<file path="src/rtl/credit_rx_buffer.sv">
// rtl/credit_rx_buffer.sv - credit-link receiver FIFO with show-ahead output and delayed credit return
// Optional macro CREDIT_RX_OVF_CHECK_EN adds the sticky o_ovf overflow flag.
module credit_rx_buffer #(
  parameter int DATA_WIDTH   = 32,
  parameter int N_CREDITS    = 10,
  parameter int CREDIT_DELAY = 1
) (
  input  logic                           clock,
  input  logic                           reset,
  input  logic                           i_valid,
  input  logic [DATA_WIDTH-1:0]          i_data,
  output logic                           o_valid,
  output logic [DATA_WIDTH-1:0]          o_data,
  input  logic                           i_ready,
  output logic                           o_credit,
`ifdef CREDIT_RX_OVF_CHECK_EN
  output logic                           o_ovf,
`endif
  output logic [$clog2(N_CREDITS+1)-1:0] o_count
);

  localparam int CNT_W = $clog2(N_CREDITS + 1);
  localparam int PTR_W = (N_CREDITS > 1) ? $clog2(N_CREDITS) : 1;
  localparam logic [PTR_W-1:0] LAST_PTR = PTR_W'(N_CREDITS - 1);
  localparam logic [CNT_W-1:0] FULL_CNT = CNT_W'(N_CREDITS);

  logic [DATA_WIDTH-1:0]   mem_q [N_CREDITS];
  logic [PTR_W-1:0]        wr_ptr_q, wr_ptr_d;
  logic [PTR_W-1:0]        rd_ptr_q, rd_ptr_d;
  logic [CNT_W-1:0]        count_q, count_d;
  logic [CREDIT_DELAY-1:0] credit_pipe_q, credit_pipe_d;
  logic                    full, deq, enq;

  assign o_valid  = (count_q != '0);
  assign o_data   = mem_q[rd_ptr_q];
  assign o_count  = count_q;
  assign o_credit = credit_pipe_q[CREDIT_DELAY-1];

  // A full FIFO still accepts a write when the head leaves in the same cycle.
  always_comb begin
    full     = (count_q == FULL_CNT);
    deq      = o_valid & i_ready;
    enq      = i_valid & (~full | deq);
    wr_ptr_d = wr_ptr_q;
    rd_ptr_d = rd_ptr_q;
    count_d  = count_q;
    if (enq) wr_ptr_d = (wr_ptr_q == LAST_PTR) ? '0 : wr_ptr_q + PTR_W'(1);
    if (deq) rd_ptr_d = (rd_ptr_q == LAST_PTR) ? '0 : rd_ptr_q + PTR_W'(1);
    case ({enq, deq})
      2'b10:   count_d = count_q + CNT_W'(1);
      2'b01:   count_d = count_q - CNT_W'(1);
      default: count_d = count_q;
    endcase
  end

  generate
    if (CREDIT_DELAY == 1) begin : g_credit_one
      assign credit_pipe_d = deq;
    end else begin : g_credit_multi
      assign credit_pipe_d = {credit_pipe_q[CREDIT_DELAY-2:0], deq};
    end
  endgenerate

  always_ff @(posedge clock or posedge reset) begin
    if (reset) begin
      wr_ptr_q      <= '0;
      rd_ptr_q      <= '0;
      count_q       <= '0;
      credit_pipe_q <= '0;
    end else begin
      wr_ptr_q      <= wr_ptr_d;
      rd_ptr_q      <= rd_ptr_d;
      count_q       <= count_d;
      credit_pipe_q <= credit_pipe_d;
    end
  end

  always_ff @(posedge clock) begin
    if (enq) mem_q[wr_ptr_q] <= i_data;
  end

`ifdef CREDIT_RX_OVF_CHECK_EN
  logic drop;
  logic ovf_q;

  assign drop  = i_valid & full & ~deq;
  assign o_ovf = ovf_q;

  always_ff @(posedge clock or posedge reset) begin
    if (reset) begin
      ovf_q <= 1'b0;
    end else if (drop) begin
      ovf_q <= 1'b1;
    end
  end

  always_ff @(posedge clock) begin
    if (!reset && drop) $error("credit_rx_buffer: overflow write dropped at count %0d", count_q);
  end
`endif

endmodule

</file>
<file path="config.mk">
export PLATFORM = sky130hd
export DESIGN_NAME = credit_rx_buffer
export DESIGN_NICKNAME = d
export VERILOG_FILES = /design/src/rtl/credit_rx_buffer.sv
export SDC_FILE = /design/constraint.sdc
export NUM_CORES = 1
export LEC_CHECK = 0
export CORE_MARGIN = 4
export CORE_UTILIZATION = 30
export CTS_CLUSTER_DIAMETER = 200
export CTS_CLUSTER_SIZE = 8
export DETAILED_ROUTE_END_ITERATION = 10
export MAX_ROUTING_LAYER = met4
export PLACE_DENSITY = 0.51
export SLEW_MARGIN = 20
export SYNTH_ARGS = -nofsm -noshare
export SYNTH_HDL_FRONTEND = slang
export SYNTH_SLANG_ARGS = --single-unit
</file>
<file path="constraint.sdc">
create_clock -name clock -period 7.7 [get_ports clock]
set_clock_uncertainty 0.15 [all_clocks]
set_input_delay 2.31 -clock clock [delete_from_list [all_inputs] [get_ports clock]]
set_output_delay 2.31 -clock clock [all_outputs]
set_load 0.005 [all_outputs]
</file>
; Word level (Yosys, flattened, before mapping)
; Memory sizes are Yosys's and may differ from the RTL's.
; Index checks and enable logic that the tools add are counted.
[classes]
bitwise = 4
eq_ne = 5
addsub = 4
muxes = 5
reduce_logical = 2
[ops]
columns = op, count
row1 = 4-bit by 1-bit adder with 4-bit output (second input constant), 3
row2 = 4-bit == test (second input constant), 3
row3 = 4-bit two-way mux, 2
row4 = 4-bit one-hot mux with 2 select lines, 1
row5 = 4-bit nonzero test, 1
row6 = 4-bit by 1-bit subtractor with 4-bit output (second input constant), 1
row7 = 1-bit bitwise AND, 2
row8 = 2-bit by 1-bit == test with 1-bit output (second input constant), 1
row9 = 2-bit == test (second input constant), 1
row10 = 1-bit two-way mux, 2
row11 = 2-bit nonzero test, 1
row12 = 1-bit inverter, 1
row13 = 1-bit OR, 1
[totals]
ram_bits = 320
out_inout_bits = 38
memories = 1
elab_cells = 25
input_bits = 36
reg_bits = 13
[mem_list]
columns = memory, depth, word_bits, read_ports, rd_clocked_by_memory_dff, write_ports, line_no
row1 = mem_q, 10, 32, 1, 0, 1, 27  ; logic [DATA_WIDTH-1:0] mem_q [N_CREDITS];

; Logic depth before layout (Yosys ltp)
; Gate-level depths: netlist of the first run.
[depth]
depth_word = 6
mapped_depth = 9
ltp_nobuf = 8

; Worst setup path before layout of the first run
; Ideal clock, no wire load.
[synth_path]
path_kind = input-to-reg
from = input i_ready
to = memory mem_q[8][0] (enable)
required_ps = 7048
t_arrival_ps = 5764
path_stages = 3
path_slack_ps = 1285
setup_ps = 502
path_cell_list = nor2b_1 > a31o_2 > nor4_1
[synth_via]
elab_chain_len = 5
[synth_lines]
columns = element, line_no
row1 = start: declaration, 14  ; input logic i_ready,
row2 = 1-bit bitwise AND, 42  ; deq = o_valid & i_ready;
row3 = 1-bit OR, 43  ; enq = i_valid & (~full | deq);
row4 = 1-bit bitwise AND, 43
row5 = 1-bit two-way mux, 79  ; if (enq) mem_q[wr_ptr_q] <= i_data;
row6 = 1-bit two-way mux (implied by the code), 79
row7 = end: declaration, 27
; Every way passes these cells.

; Worst setup path in the final report of the first run
[layout_path]
from = register rd_ptr_q[0]
to = output o_data[1]
[layout_via]
elab_chain_len = 1
[layout_lines]
columns = element, line_no
row1 = start: declaration, 29  ; logic [PTR_W-1:0] rd_ptr_q, rd_ptr_d;
row2 = start signal: assignment, 72  ; rd_ptr_q <= rd_ptr_d;
row3 = memory read 10 x 32 bit, --
row4 = end: declaration, 13  ; output logic [DATA_WIDTH-1:0] o_data,
; Every way passes these cells.

==> impl_metrics.env, run 1 <==
export IMPL_p_leak_nw=5.01
export IMPL_post_route_util=0.372
export IMPL_antenna_found_initial=1
export IMPL_die_area_um2=46600
export IMPL_crit_type="reg -> out"
export IMPL_synth_seq_cells=333
export IMPL_drive_gt1_frac=0.197
export IMPL_area_growth_syn_to_layout_pct=21.4
export IMPL_cts_buffers=47
export IMPL_tns_ns=0
export IMPL_combPwrFrac=0.282
export IMPL_power_internal_mw=4.20
export IMPL_postSynth_asyncResetShare=0.0390
export IMPL_ys_warn_count=0
export IMPL_p_sw_frac=0.287
export IMPL_startpoint_type="flop"
export IMPL_synth_flop_cell="edfxtp_1"
export IMPL_synthesis_nets=695
export IMPL_cts_resized_gates=0
export IMPL_worst_pin_slew_ns=1.10
export IMPL_layout_common_cells="edfxtp_1 (320), clkdlybuf4s50_1 (73), mux4_2 (64)"
export IMPL_io_pins=74
export IMPL_run_status="completed"
export IMPL_power_density_nw_per_um2=374
export IMPL_fp_dieW_um=216
export IMPL_die_h_um=216
export IMPL_grt_max_degree=70
export IMPL_route_detailed_drc=0
export IMPL_netlist_instances=656
export IMPL_seqPwrFrac=0.408
export IMPL_floorplan_initialDensity=0.306
export IMPL_rsz0062_at_grt="false"
export IMPL_hold_viol=0
export IMPL_final_max_slew_viol_count=0
export IMPL_cap_violations=0
export IMPL_path_clk_slew_ns=0.05
export IMPL_drt_initial_drc_count=388
export IMPL_grt_pass1_vias=6771
export IMPL_drtPass1Iterations=5
export IMPL_htreeDepth=2
export IMPL_cts_sinks=333
export IMPL_worstSetupEndpointType="output pin"
export IMPL_switchingPower_mw=1.69
export IMPL_wl_per_cell_um=20.1
export IMPL_worst_path_max_fanout=55
export IMPL_vias=6339
export IMPL_track_usage=0.120
export IMPL_dpl_hpwl_um=15400
export IMPL_max_vdd_ir_drop_mv=0.227
export IMPL_grt_overflow=0
export IMPL_slew_headroom=0.265
export IMPL_clockPowerShare=0.310
export IMPL_syn_area_per_cell_um2=19.7
export IMPL_gp_congestion=0.750
export IMPL_cts_max_path_buffers=3
export IMPL_fmax_ghz=0.170
export IMPL_wl_um=27100
export IMPL_ys_types=49
export IMPL_postRouteAntennaNets=0
export IMPL_clk_root_buffer_cell="clkbuf_16"
export IMPL_core_area_um2=42300
export IMPL_synth_area_um2=13000
export IMPL_insertion_delay_ns=0.53
export IMPL_ys_seq_area_frac=0.767
export IMPL_setup_viol=0
export IMPL_fin_nets=793
export IMPL_vias_per_cell=4.70
export IMPL_synth_edf_count=320
export IMPL_layout_commonest_cell="edfxtp_1"
export IMPL_crit_arrival_ns=3.42
export IMPL_cts_hold_buffers=0
export IMPL_hp_class="reg -> reg"
export IMPL_required_ns=5.24
export IMPL_period_needed_ns=5.88
export IMPL_port_buffers=73
export IMPL_cts_tree="yes"
export IMPL_post_cts_buffers=0
export IMPL_rows=75
export IMPL_grt_pass1_wl_um=41700
export IMPL_fin_crit_sh=0.763
synth_stat cells (all sizes together) (2+ instances only):
| library cell | count | area (um2) |
|---|---|---|
| clkbuf | 22 | 83.8 |
| nor2 | 14 | 52.6 |
| xor2 | 2 | 17.5 |
| dfrtp | 13 | 325 |
| o31ai | 3 | 22.5 |
| ha | 2 | 25.0 |
| nor4 | 2 | 12.5 |
| or2b | 2 | 15.0 |
| inv | 9 | 33.8 |
| nand3 | 3 | 15.0 |
| and2 | 2 | 15.0 |
| a21oi | 4 | 23.8 |
| nand2b | 32 | 200 |
| buf | 18 | 115 |
| edfxtp | 320 | 9610 |
| o211ai | 33 | 248 |
| mux2 | 3 | 37.5 |
| or3 | 3 | 18.8 |
| a22oi | 32 | 240 |
| nor3 | 3 | 15.0 |
| nor2b | 3 | 18.8 |
| mux4 | 64 | 1440 |
| o21ai | 6 | 30.0 |
| xnor2 | 3 | 26.3 |
| nand2 | 42 | 158 |
final cells by class:
type,instances,area (um2)
Antenna cell,1,2.50
Clock buffer,66,1290
Clock inverter,1,5.00
Fill cell,3894,26600
Inverter,9,33.8
Multi-Input combinational cell,274,2880
Sequential cell,333,9940
Tap cell,577,722
Timing Repair Buffer,89,863
per-layer routing:
layer,global-route usage,up-vias,part of all wire
met2,0.194,149,0.49
li1,-,2869,-
met5,-,-,0
met3,0.0245,43,0.047
met1,0.157,3278,0.45
met4,0.0283,0,0.017
worst paths after layout:
kind / startpoint / to / slack [ns] / depth (start not counted)
min: rd_ptr_q[2] / rd_ptr_q[2] / 0.44 / 1
min reg2reg: rd_ptr_q[2] / rd_ptr_q[2] / 0.44 / 1
max: rd_ptr_q[0] / o_data[1] / 1.82 / 5
min in group asynchronous: reset / o_count[1] / 1.96 / 2
max in group asynchronous: reset / rd_ptr_q[0] / 5.03 / 2
max reg2reg: o_count[0] / mem_q[7][17] / 4.60 / 5
power groups by stage:
stage,Combinational (mW),Clock (mW),Sequential [mW]
3_3_place_gp,1.70,0,2.44
2_1_floorplan,1.12,0,2.28
5_1_grt,1.82,1.97,2.44
6_report,1.66,1.83,2.40
4_1_cts,1.71,1.88,2.41
3_5_place_dp,1.71,0,2.45
cells by family (layout without fill, tap and decap cells):
logic type,after synthesis,after routing,synth area share
DFF,333,333,0.767
adders and majority gates,3,3,0.00348
buffers and inverters,49,165,0.0180
other,0,1,0
and+or+nand+nor,109,109,0.0426
xor gates and xnor gates,5,5,0.00338
muxes,67,67,0.114
AOI/OAI and AO/OA,90,90,0.0516
worst max-delay path: stages (launching register included):
cell             delay, ns
dfrtp_4               1.04
buf_12                0.35
mux4_2                0.54
a22oi_1               0.29
nand2_1               0.10
clkdlybuf4s50_1       0.47
metrics by stage:
stage	std cells	worst slack, ns	power [mW]	hold WS, ns	instance area (um2)
detailed placement	1282	1.93	4.15	0.437	14400
global route	1350	1.52	6.23	0.476	15700
CTS	1349	1.68	6.01	0.443	15700
finish	1350	1.82	5.89	0.435	15700
global placement	1282	2.04	4.14	0.422	14400
floorplan	656	1.28	3.39	0.337	13000
state kept, by name, indices dropped and copies added, names as in the netlist:
register,cells
mem_q,320
o_count,4
wr_ptr_q,4
rd_ptr_q,4
o_credit,1
(Power assumes the default switching activity.)
==> inputs of run 2 (changes only) <==
==> constraint.sdc (replaced) <==
create_clock -name clock -period 5.5 [get_ports clock]
set_clock_uncertainty 0.15 [all_clocks]
set_input_delay 1.65 -clock clock [delete_from_list [all_inputs] [get_ports clock]]
set_output_delay 1.65 -clock clock [all_outputs]
set_load 0.005 [all_outputs]
==> impl_metrics.env, run 2 (same netlist as run 1, synthesis figures left out) <==
export IMPL_run_status="completed"
export IMPL_gp_congestion=0.734
export IMPL_dpl_hpwl_um=16400
export IMPL_combPwrFrac=0.293
export IMPL_cts_resized_gates=0
export IMPL_post_cts_buffers=0
export IMPL_crit_arrival_ns=3.22
export IMPL_hp_class="reg -> reg"
export IMPL_period_needed_ns=5.02
export IMPL_route_detailed_drc=0
export IMPL_worst_path_max_fanout=33
export IMPL_p_sw_frac=0.294
export IMPL_worst_pin_slew_ns=0.650
export IMPL_clk_root_buffer_cell="clkbuf_16"
export IMPL_max_vdd_ir_drop_mv=0.234
export IMPL_path_buf_inv=2
export IMPL_floorplan_initialDensity=0.306
export IMPL_wl_per_cell_um=20.4
export IMPL_htreeDepth=2
export IMPL_fmax_ghz=0.199
export IMPL_min_delay_start="rd_ptr_q[2]"
export IMPL_cts_buffers=47
export IMPL_die_area_um2=46600
export IMPL_placed_cell_area_um2=14600
export IMPL_nFillCells=3867
export IMPL_antenna_found_initial=0
export IMPL_grt_overflow=0
export IMPL_worstSetupEndpointType="output pin"
export IMPL_drt_initial_drc_count=384
export IMPL_regMostFlops="mem_q"
export IMPL_port_buffers=73
export IMPL_p_leak_nw=5.07
export IMPL_hold_viol=0
export IMPL_fin_area_um2=15900
export IMPL_cts_hold_buffers=0
export IMPL_seqPwrFrac=0.401
export IMPL_vias_per_cell=4.66
export IMPL_switchingPower_mw=2.46
export IMPL_power_internal_mw=5.89
export IMPL_final_max_slew_viol_count=0
export IMPL_die_h_um=216
export IMPL_place_ws_ns=0.839
export IMPL_crit_start="rd_ptr_q[0]"
export IMPL_track_usage=0.122
export IMPL_tns_ns=0
export IMPL_startpoint_type="flop"
export IMPL_cp_num_cells=5
export IMPL_cap_violations=0
export IMPL_grt_max_degree=34
export IMPL_rsz0062_at_grt="false"
export IMPL_setup_viol=0
export IMPL_grt_pass1_wl_um=42300
export IMPL_reg2reg_from="o_count[0]"
export IMPL_clockPowerShare=0.307
export IMPL_total_power_mw=8.35
export IMPL_io_pins=74
export IMPL_setup_ws_ns=0.484
export IMPL_cpPeakStageDelay_ns=0.84
export IMPL_core_area_um2=42300
export IMPL_insertion_delay_ns=0.54
export IMPL_fin_nets=803
export IMPL_grt_pass1_vias=6751
export IMPL_cp_slowest_cell="dfrtp_4"
export IMPL_layout_common_cells="edfxtp_1 (320), clkdlybuf4s50_1 (73), mux4_2 (64)"
export IMPL_hold_path_depth=1
export IMPL_wl_um=27700
export IMPL_cts_tree="yes"
export IMPL_cts_sinks=333
export IMPL_crit_type="reg -> out"
export IMPL_cts_max_path_buffers=3
export IMPL_largest_reg_flops=320
export IMPL_power_density_nw_per_um2=526
export IMPL_fp_dieW_um=216
export IMPL_required_ns=3.70
export IMPL_postRouteAntennaNets=0
export IMPL_drive_gt1_frac=0.208
export IMPL_path_cells="buf_4, mux4_2, a22oi_1, nand2_1, clkdlybuf4s50_1"
export IMPL_path_clk_slew_ns=0.05
export IMPL_area_growth_syn_to_layout_pct=22.5
export IMPL_slew_headroom=0.566
export IMPL_fin_crit_sh=0.912
export IMPL_layout_commonest_cell="edfxtp_1"
export IMPL_diodes=0
export IMPL_drtPass1Iterations=5
export IMPL_rows=75
export IMPL_worstRegToRegCells=5
export IMPL_vias=6343
export IMPL_crit_family="buffers and inverters"
## run 2: cell count changes in the layout (fill, tap and decap cells not counted), sizes merged
cell	change
clkbuf	-1
clkinv	+2
diode	-1
buf	+10
inv	+1
## run 2: final timing paths
path | endpoint | slack (ns)
setup / recovery | o_data[12] | 0.48
max in group asynchronous | rd_ptr_q[0] | 3.50
min in group asynchronous | o_count[2] | 1.29
hold / removal | rd_ptr_q[2] | 0.42
hold reg to reg | rd_ptr_q[2] | 0.42
setup reg to reg | mem_q[7][4] | 2.67
## run 2: power groups by stage
stage,registers (mW),logic [mW],clock network (mW)
after floorplan,3.19,1.56,0
after global routing,3.38,2.67,2.76
final,3.34,2.44,2.56
after CTS,3.35,2.52,2.65
after detailed placement,3.40,2.51,0
after global placement,3.40,2.49,0
## run 2: layout make-up
cell class | count | area, um2 | area share
repair buffers | 99 | 988 | 0.0623
clock buffers | 65 | 1240 | 0.0784
flip-flops and latches | 333 | 9940 | 0.627
multi-input cells | 274 | 2880 | 0.181
well taps | 577 | 722 | 0.0455
clock inverters | 4 | 60.1 | 0.00379
inverters | 9 | 33.8 | 0.00213
## run 2: worst register-to-register path: cells and delay by family, from the launching register on
family                 cells  cell delay, ns
AO/OA/AOI/OAI              1            0.34
buffers and inverters      1            0.32
flip-flops                 1            0.53
AND/OR/NAND/NOR            3            1.19
## run 2: metrics by stage
step,hold WS [ns],util,std cells
after floorplan,0.337,-,656
after global placement,0.413,0.344,1292
after detailed placement,0.417,0.344,1292
after CTS,0.428,0.375,1361
after global routing,0.444,0.375,1361
final,0.424,0.375,1361
## run 2: routing by layer
layer | up-vias | part of all wire | global-route usage
met4 | 0 | 0.020 | 0.0320
met3 | 46 | 0.042 | 0.0243
li1 | 2896 | - | -
met2 | 148 | 0.48 | 0.193
met1 | 3253 | 0.46 | 0.163
met5 | - | 0 | -
==> inputs of run 3 (changes only) <==
--- a/config.mk
+++ b/config.mk
@@ -10,6 +10,7 @@
 export CTS_CLUSTER_DIAMETER = 200
 export CTS_CLUSTER_SIZE = 8
 export DETAILED_ROUTE_END_ITERATION = 10
+export HOLD_SLACK_MARGIN = 0.03
 export MAX_ROUTING_LAYER = met4
 export PLACE_DENSITY = 0.51
 export SLEW_MARGIN = 20
==> results of run 3 <==
Same layout as run 2: the final DEF is identical, and so are final timing and power.
